[config.mk]
export PLATFORM = sky130hd
export DESIGN_NAME = ifft8_seq
export DESIGN_NICKNAME = d
export VERILOG_FILES = /design/src/rtl/ifft8_pkg.sv /design/src/rtl/ifft8_bfly.sv /design/src/rtl/ifft8_seq.sv
export SDC_FILE = /design/constraint.sdc
export NUM_CORES = 1
export LEC_CHECK = 0
export CAP_MARGIN = 20
export CORE_ASPECT_RATIO = 1.75
export CORE_MARGIN = 8
export CORE_UTILIZATION = 45
export CTS_CLUSTER_DIAMETER = 80
export DETAILED_ROUTE_END_ITERATION = 16
export GPL_TIMING_DRIVEN = 0
export PLACE_DENSITY_LB_ADDON = 0.08
export SYNTH_ARGS = -nofsm -noshare
export SYNTH_HDL_FRONTEND = slang
export SYNTH_SLANG_ARGS = --single-unit
[constraint.sdc]
create_clock -name clk -period 11.9 [get_ports clk]
set_input_delay 3.57 -clock clk [delete_from_list [all_inputs] [get_ports clk]]
set_output_delay 3.57 -clock clk [all_outputs]
set_load 0.1 [all_outputs]
[src/rtl/ifft8_pkg.sv]
// rtl/ifft8_pkg.sv - shared types, twiddle table and helpers for the 8-point inverse FFT
//
// Contents:
//   state_t        sequencer states LOAD / COMPUTE / OUTPUT
//   TWID           width of the twiddle table entries (Q1.6, 1.0 = 64)
//   tw_re / tw_im  conjugated (inverse-transform) twiddles W^-t, t = 0..3
//   bitrev3        3-bit bit reversal used for the in-place DIT input order
//   RND / SHIFT    rounding constant and shift applied after each twiddle multiply

package ifft8_pkg;

    typedef enum logic [1:0] {
        LOAD    = 2'd0,
        COMPUTE = 2'd1,
        OUTPUT  = 2'd2
    } state_t;

    localparam int TWID  = 8;
    localparam int RND   = 32;
    localparam int SHIFT = 6;

    // exp(+j*2*pi*t/8) in Q1.6: the inverse transform rotates the other way
    function automatic logic signed [TWID-1:0] tw_re(input logic [1:0] t);
        case (t)
            2'd0:    tw_re = 8'sd64;
            2'd1:    tw_re = 8'sd45;
            2'd2:    tw_re = 8'sd0;
            default: tw_re = -8'sd45;
        endcase
    endfunction

    function automatic logic signed [TWID-1:0] tw_im(input logic [1:0] t);
        case (t)
            2'd0:    tw_im = 8'sd0;
            2'd1:    tw_im = 8'sd45;
            2'd2:    tw_im = 8'sd64;
            default: tw_im = 8'sd45;
        endcase
    endfunction

    function automatic logic [2:0] bitrev3(input logic [2:0] k);
        bitrev3 = {k[0], k[1], k[2]};
    endfunction

endpackage

[src/rtl/ifft8_bfly.sv]
// rtl/ifft8_bfly.sv - combinational radix-2 DIT butterfly with rounded twiddle multiply
//
// Computes P = round(W*B / 64), then top = A + P, bot = A - P.
// Ports:
//   a_re, a_im      in   IW  upper butterfly input A
//   b_re, b_im      in   IW  lower butterfly input B
//   w_re, w_im      in   TW  twiddle W in Q1.6
//   top_re, top_im  out  IW  A + P
//   bot_re, bot_im  out  IW  A - P

module ifft8_bfly
    import ifft8_pkg::*;
#(
    parameter int IW = 12,
    parameter int TW = 8
) (
    input  logic signed [IW-1:0] a_re,
    input  logic signed [IW-1:0] a_im,
    input  logic signed [IW-1:0] b_re,
    input  logic signed [IW-1:0] b_im,
    input  logic signed [TW-1:0] w_re,
    input  logic signed [TW-1:0] w_im,
    output logic signed [IW-1:0] top_re,
    output logic signed [IW-1:0] top_im,
    output logic signed [IW-1:0] bot_re,
    output logic signed [IW-1:0] bot_im
);

    localparam int MW = IW + TW;
    localparam int PW = MW + 1;

    logic signed [MW-1:0] m_rr;
    logic signed [MW-1:0] m_ii;
    logic signed [MW-1:0] m_ri;
    logic signed [MW-1:0] m_ir;
    logic signed [PW-1:0] s_re;
    logic signed [PW-1:0] s_im;
    logic signed [IW-1:0] p_re;
    logic signed [IW-1:0] p_im;

    always_comb begin
        m_rr = MW'(b_re) * MW'(w_re);
        m_ii = MW'(b_im) * MW'(w_im);
        m_ri = MW'(b_im) * MW'(w_re);
        m_ir = MW'(b_re) * MW'(w_im);

        // Round half up, then arithmetic shift back to the working scale
        s_re = PW'(m_rr) - PW'(m_ii) + PW'(RND);
        s_im = PW'(m_ri) + PW'(m_ir) + PW'(RND);
        p_re = IW'(s_re >>> SHIFT);
        p_im = IW'(s_im >>> SHIFT);

        top_re = a_re + p_re;
        top_im = a_im + p_im;
        bot_re = a_re - p_re;
        bot_im = a_im - p_im;
    end

endmodule

[src/rtl/ifft8_seq.sv]
// rtl/ifft8_seq.sv - sequential 8-point radix-2 DIT inverse FFT, one butterfly per cycle
//
// Loads X[0..7] in natural order into a bit-reversed working buffer, runs
// 3 stages x 4 butterflies in place, then streams x[0..7] scaled by 1/8.
// Option macro IFFT8_SAT_EN: clamp the scaled output to the DW range
// instead of wrapping to the low DW bits.
// Ports:
//   clk                 in   1   rising-edge clock
//   rst                 in   1   asynchronous active-high reset
//   in_valid, in_ready  in/out   input handshake (in_ready only in LOAD)
//   in_re, in_im        in   DW  spectrum sample X[k]
//   out_valid,out_ready out/in   output handshake
//   out_re, out_im      out  DW  time sample x[n]
//   out_last            out  1   marks n = 7
//   busy                out  1   high while computing or streaming out

module ifft8_seq
    import ifft8_pkg::*;
#(
    parameter int DW = 8,
    parameter int IW = DW + 4,
    parameter int TW = 8
) (
    input  logic                 clk,
    input  logic                 rst,
    input  logic                 in_valid,
    output logic                 in_ready,
    input  logic signed [DW-1:0] in_re,
    input  logic signed [DW-1:0] in_im,
    output logic                 out_valid,
    input  logic                 out_ready,
    output logic signed [DW-1:0] out_re,
    output logic signed [DW-1:0] out_im,
    output logic                 out_last,
    output logic                 busy
);

    state_t     state;
    logic [2:0] k;
    logic [1:0] s;
    logic [1:0] b;
    logic [2:0] n;

    logic signed [IW-1:0] mem_re [8];
    logic signed [IW-1:0] mem_im [8];

    logic [2:0] top_a;
    logic [2:0] bot_a;
    logic [1:0] tw_i;

    logic signed [IW-1:0] a_re, a_im, b_re, b_im;
    logic signed [TW-1:0] w_re, w_im;
    logic signed [IW-1:0] top_re, top_im, bot_re, bot_im;

    logic [2:0]           rd_addr;
    logic signed [IW-1:0] rd_re;
    logic signed [IW-1:0] rd_im;

    // Butterfly addressing: span h = 1<<s, top = (b>>s)*2h + (b & (h-1)),
    // bot = top + h, twiddle index = (b & (h-1)) << (2-s).
    always_comb begin
        top_a = 3'd0;
        bot_a = 3'd0;
        tw_i  = 2'd0;
        case (s)
            2'd0: begin
                top_a = {b, 1'b0};
                bot_a = {b, 1'b1};
                tw_i  = 2'd0;
            end
            2'd1: begin
                top_a = {b[1], 1'b0, b[0]};
                bot_a = {b[1], 1'b1, b[0]};
                tw_i  = {b[0], 1'b0};
            end
            2'd2: begin
                top_a = {1'b0, b};
                bot_a = {1'b1, b};
                tw_i  = b;
            end
            default: begin
                top_a = 3'd0;
                bot_a = 3'd0;
                tw_i  = 2'd0;
            end
        endcase
    end

    assign a_re = mem_re[top_a];
    assign a_im = mem_im[top_a];
    assign b_re = mem_re[bot_a];
    assign b_im = mem_im[bot_a];
    assign w_re = TW'(tw_re(tw_i));
    assign w_im = TW'(tw_im(tw_i));

    ifft8_bfly #(
        .IW (IW),
        .TW (TW)
    ) u_bfly (
        .a_re   (a_re),
        .a_im   (a_im),
        .b_re   (b_re),
        .b_im   (b_im),
        .w_re   (w_re),
        .w_im   (w_im),
        .top_re (top_re),
        .top_im (top_im),
        .bot_re (bot_re),
        .bot_im (bot_im)
    );

    // While the output register is empty it is loaded from n; once it holds
    // sample n, the next handshake loads n+1, so there are no bubbles.
    assign rd_addr = n + {2'b00, out_valid};
    assign rd_re   = mem_re[rd_addr];
    assign rd_im   = mem_im[rd_addr];

    function automatic logic signed [DW-1:0] scale_out(input logic signed [IW-1:0] v);
        logic signed [IW-1:0] q;
        q = v >>> 3;
`ifdef IFFT8_SAT_EN
        if (q > IW'((2 ** (DW - 1)) - 1))
            scale_out = {1'b0, {(DW-1){1'b1}}};
        else if (q < IW'(-(2 ** (DW - 1))))
            scale_out = {1'b1, {(DW-1){1'b0}}};
        else
            scale_out = DW'(q);
`else
        scale_out = DW'(q);
`endif
    endfunction

    // Working buffer: no reset, every frame rewrites all 8 entries in LOAD
    always_ff @(posedge clk) begin
        if (state == LOAD && in_valid && in_ready) begin
            mem_re[bitrev3(k)] <= IW'(in_re);
            mem_im[bitrev3(k)] <= IW'(in_im);
        end else if (state == COMPUTE) begin
            mem_re[top_a] <= top_re;
            mem_im[top_a] <= top_im;
            mem_re[bot_a] <= bot_re;
            mem_im[bot_a] <= bot_im;
        end
    end

    always_ff @(posedge clk or posedge rst) begin
        if (rst) begin
            state     <= LOAD;
            k         <= 3'd0;
            s         <= 2'd0;
            b         <= 2'd0;
            n         <= 3'd0;
            in_ready  <= 1'b1;
            out_valid <= 1'b0;
            out_last  <= 1'b0;
            busy      <= 1'b0;
            out_re    <= '0;
            out_im    <= '0;
        end else begin
            case (state)
                LOAD: begin
                    if (in_valid) begin
                        k <= k + 3'd1;
                        if (k == 3'd7) begin
                            state    <= COMPUTE;
                            in_ready <= 1'b0;
                            busy     <= 1'b1;
                        end
                    end
                end

                COMPUTE: begin
                    b <= b + 2'd1;
                    if (b == 2'd3) begin
                        if (s == 2'd2) begin
                            s     <= 2'd0;
                            state <= OUTPUT;
                        end else begin
                            s <= s + 2'd1;
                        end
                    end
                end

                OUTPUT: begin
                    if (!out_valid) begin
                        out_valid <= 1'b1;
                        out_re    <= scale_out(rd_re);
                        out_im    <= scale_out(rd_im);
                        out_last  <= (n == 3'd7);
                    end else if (out_ready) begin
                        if (n == 3'd7) begin
                            state     <= LOAD;
                            in_ready  <= 1'b1;
                            busy      <= 1'b0;
                            out_valid <= 1'b0;
                            out_last  <= 1'b0;
                            n         <= 3'd0;
                        end else begin
                            n        <= n + 3'd1;
                            out_re   <= scale_out(rd_re);
                            out_im   <= scale_out(rd_im);
                            out_last <= (n == 3'd6);
                        end
                    end
                end

                default: begin
                    state    <= LOAD;
                    in_ready <= 1'b1;
                    busy     <= 1'b0;
                end
            endcase
        end
    end

endmodule
* Yosys cells after proc, flatten, opt, wreduce, memory -nomap -nowiden
Memories as Yosys holds them, arrays and structs flattened. Cells that the tools add are included. Widths: inputs -> output; s select.
Word-level totals: logic and storage cells 114, register bits 32, memory bits (writable) 192, memories 2, output and inout port bits 20, input port bits 20
Memory list:
- mem_im | words 8, width 12, rd ports 3, clocked after Yosys merged registers in 0, wr ports 2, line ifft8_seq.sv:45 | logic signed [IW-1:0] mem_im [8];
- mem_re | words 8, width 12, rd ports 3, clocked after Yosys merged registers in 0, wr ports 2, line ifft8_seq.sv:44 | logic signed [IW-1:0] mem_re [8];
Operators by class: $add $sub $neg 13, bitwise logic cells 1, reduce and logical (&&, ||, !) cells 14, muxes and demuxes 50, equality and inequality tests 19, $mul 4
Operator list (number):
- $mul 12x8->18 | 4
- $mux 8 | 6
- $add 18x7->18 const B | 2
- $add 12x12->12 | 2
- $mux 12 | 2
- $pmux 8 s3 | 1
- $reduce_or 12->1 | 2
- $sub 12x12->12 | 2
- $mux 1 | 23
- $add 18x18->18 | 1
- $pmux 3 s3 | 2
- $sub 18x18->18 | 1
- $mux 2 | 8
- $pmux 7 s2 | 1
- $ne 2x2->1 const B | 5
- $eq 3x3->1 const B | 3
- $mux 3 | 3
- $eq 2x2->1 const B | 4
- $ne 2x1->1 const B | 4
- $reduce_and 7->1 | 1
- $add 3x1->3 const B | 2
- $eq 2x1->1 const B | 3
- $logic_not 2->1 | 3
- $pmux 1 s3 | 2
- other kinds (9) | 14

* Longest topological paths before layout
Gate-level depths: netlist (run 1).
depth in word-level cells 9, gate-level depth with buffers 46

* Cells and area by module
Synthesis (run 1) repeated with hierarchy kept, for this count alone.
Second synthesis, totals: cell total of the unflattened synthesis 2919, area total of the unflattened synthesis 29045.4 µm²
By module, submodules not included:
- ifft8_bfly | area each 14599.0 µm², cells each 1669, instances 1
- ifft8_seq | area each 14446.4 µm², cells each 1250, instances 1

* Worst setup path before layout (run 1)
Ideal clock, no wire load.
path type register to register, start register s[1], end memory mem_re[0][10], data pin, path slack 2.526 ns, stages on the path, launching flop included 41, setup time 0.281 ns, buffers on the path 5, arrival time 9.093 ns, path through dfrtp_1 -> ha_1 -> buf_4 -> o21bai_1 -> nor2_4 -> buf_4 -> buf_4 -> clkbuf_1 -> clkbuf_1 -> nand3_1 -> nand3_1 -> o21ai_0 -> and2_1 -> fa_1 -> inv_1 -> fa_1 -> inv_1 -> fa_1 -> [5 not listed] -> ha_1 -> nand3_1 -> a2111oi_4 -> nor3_1 -> o21bai_1 -> a21oi_1 -> xnor2_1 -> ha_1 -> inv_1 -> a21oi_1 -> o21ai_0 -> a21oi_1 -> o21ai_0 -> a21boi_0 -> o21a_1 -> or3_1 -> a31oi_1 -> mux2i_1
RTL lines:
- start, declared | line ifft8_seq.sv:40 | logic [1:0] s;
- start signal, assigned | line ifft8_seq.sv:179 | s <= s + 2'd1;
- end, declared | line ifft8_seq.sv:44

==> results of run 1 <==
==> kinds of logic (layout without fill, tap and decap cells) <==
| logic type | Yosys count | count (layout) |
|---|---|---|
| xor+xnor | 99 | 99 |
| buf+inv | 589 | 710 |
| fa+ha+maj | 464 | 464 |
| mux | 177 | 177 |
| simple gates | 743 | 743 |
| flops | 224 | 224 |
| compound gates | 374 | 374 |
==> cell usage in the layout, fill, tap and decap left out, types with 16 or more instances in the layout <==
cell type,instances
ha_1,214
mux4_2,81
nand3_1,99
xor2_1,20
mux2_2,30
dfrtp_1,31
clkbuf_1,70
a21oi_1,200
edfxtp_1,192
o21ai_0,47
clkdlybuf4s50_1,39
inv_1,466
clkbuf_16,21
o21bai_1,21
fa_1,250
and2_1,69
nand2_1,293
nor2_1,204
mux2i_1,64
buf_4,27
xnor2_1,72
buf_1,16
and3_1,16
==> stage by stage <==
stage | cells | worst slack (ps) | instance area (sq um)
2_1_floorplan | 2670 | 2530 | 25900
5_1_grt | 3558 | 83.8 | 28700
4_1_cts | 3554 | 4.91 | 28600
6_report | 3558 | 256 | 28700
3_5_place_dp | 3519 | -827 | 27900
3_3_place_gp | 3476 | -736 | 27300
==> cell type report <==
| cell class | instances | area (sq um) | share of cell area [%] |
|---|---|---|---|
| plain buffers | 119 | 552 | 1.93 |
| clock buffers | 25 | 561 | 1.96 |
| clock inverters | 11 | 86.3 | 0.301 |
| inverters | 467 | 1750 | 6.12 |
| multi-input cells | 1857 | 17200 | 59.9 |
| flip-flops and latches | 224 | 6570 | 22.9 |
| well taps | 767 | 960 | 3.35 |
| repair buffers | 88 | 1000 | 3.50 |
==> sequential cells by signal (all words and copies together) (netlist names) <==
name       flops
s              2
out_valid      1
n              3
state          2
b              2
busy           1
out_im         8
out_last       1
mem_re        96
out_re         8
in_ready       1
mem_im        96
k              3
==> critical path: cells and delay by family (launching register included) <==
| kind | cells | cell delay, ps |
|---|---|---|
| fa+ha+maj | 9 | 3800 |
| compound gates | 12 | 2850 |
| buf+inv | 12 | 2680 |
| xor+xnor | 2 | 810 |
| simple gates | 4 | 780 |
| flops | 1 | 410 |
==> metal layers <==
layer | up-vias | wire (um)
li1 | 9055 | -
met1 | 10412 | 31400
met2 | 998 | 53600
met3 | 411 | 6420
met4 | 2 | 9790
met5 | - | 16
==> timing repair <==
item / 4_1_cts / 5_1_grt
setup endpoints to repair: 40 / 79
gates resized for setup: 13 / 25
setup buffers: 0 / 2
endpoints found under the hold margin: 0 / 0
pin swaps: 0 / 1
==> final timing paths <==
path                            endpoint      from  slack [ps]
setup reg to reg           mem_re[1][11]      s[0]         260
hold reg to reg                 in_ready  in_ready         490
min in group asynchronous      out_im[5]       rst        3430
setup / recovery           mem_re[1][11]      s[0]         260
hold / removal                  in_ready  in_ready         490
max in group asynchronous       in_ready       rst        7850
==> results.json, run 1 <==
{
  "finalHoldViolations": 0,
  "met2_usage_pct": 57.1,
  "ctsRootBufferMaster": "clkbuf_16",
  "tightest_slew_ps": 1270,
  "async_flop_share_pct": 14.3,
  "drt_iter0_drc": 1652,
  "slowest_delay_ps": 900,
  "drcViolationCount": 0,
  "ys_dominant_reg_cell": "edfxtp_1",
  "critPathKind": "reg2reg",
  "hold_path.class": "reg2reg",
  "fin_skew_ps": 21.9,
  "worst_r2r_path_depth": 39,
  "final_util_pct": 50.3,
  "synth_most_common_cell": "inv_1",
  "finalWirelength_um": 101000,
  "seq_area_frac_synth_pct": 25.3,
  "outcome": "finished clean",
  "clock_latency_ps": 540,
  "gp_congestion": 0.990,
  "drt_pass1_iterations": 6,
  "syn2layout_area_growth_pct": 10.6,
  "synth_area_leaders": "edfxtp_1, fa_1, ha_1",
  "cts_buffer_depth": 3,
  "grtUsageMet1_pct": 30.1,
  "htree_levels": 1,
  "holdPathStages": 2,
  "post_drt_wl_per_cell_um": 28.5,
  "core_area_sq_um": 57000,
  "ant_nets": 0,
  "met3_usage_pct": 4.34,
  "numCtsBuffers": 21,
  "antenna_found_initial": 1,
  "synthMuxAreaShare_pct": 11.0,
  "n_antenna_cell": 0,
  "finalSetupViolations": 0,
  "grt_pass1_wl_um": 146000,
  "num_vias": 20878,
  "io_buffers": 39,
  "slowest_stage": "buf_1",
  "hold_buffers": 0,
  "synthSimpleGateAreaFrac_pct": 12.8,
  "synth.distinct_cells": 82,
  "synth_seq_cells": 224,
  "via_per_inst": 5.87,
  "synth_edf_count": 192,
  "synth_top_cells_by_count": "inv_1, nand2_1, fa_1, ha_1, nor2_1",
  "initial_core_util_pct": 45.4,
  "overflow": 0,
  "slew_headroom_pct": 14.8,
  "boundaryPins": 40,
  "clock-sinks": 224,
  "fin_hold_ws_ps": 486,
  "dieHeight_um": 333,
  "clk_pin_slew_worst_paths_ps": 70,
  "drv_cap": 0,
  "cts_tree": "yes",
  "synth_warnings": 0,
  "crit_path_frequent_cell": "fa_1",
  "dieArea_sq_um": 65800,
  "rsz0062_at_grt": "false",
  "first_global_vias": 22267,
  "synth_xor_area_share_pct": 3.62,
  "worst_setup_path_start_kind": "flip-flop",
  "layout.nets": 3262,
  "drive_gt1_share_pct": 9.82,
  "num_rows": 116,
  "required_ps": 12150,
  "track_usage_pct": 30.9,
  "crit_fanout": 19,
  "synth_adder_area_share_pct": 29.6,
  "synth_fp_nets": 3154,
  "syn_area_per_cell_sq_um": 9.70,
  "finalCritPeriodShare_pct": 97.8,
  "min_period_ps": 11640,
  "syn_area_sq_um": 25900,
  "fmax_mhz": 85.9,
  "grt_max_degree": 23,
  "yosysTopAreaCell": "edfxtp_1",
  "top_usage_layer": "met2",
  "fin_setup_tns_ps": 0,
  "synth_top_family_by_area": "adder cells",
  "crit_path_end_kind": "flip-flop",
  "synth_cells": 2670,
  "synth_top_area_share_pct": 22.3,
  "detailed_place_hpwl_um": 82100,
  "synth_compound_area_share_pct": 8.85,
  "slew_violations": 0,
  "fillers": 5396,
  "arrival_ps": 11890,
  "die_w_um": 197
}
Power of run 1 is not shown: default switching activity piles up to over one toggle a cycle in this logic, so the estimate is an artifact.
==> inputs of run 2 (changes only) <==
CTS_CLUSTER_DIAMETER = 150   (was 80)
==> results of run 2 <==
Same layout as run 1: the final DEF is identical, and so are final timing and power.
Power of run 2 is left out for the same reason.
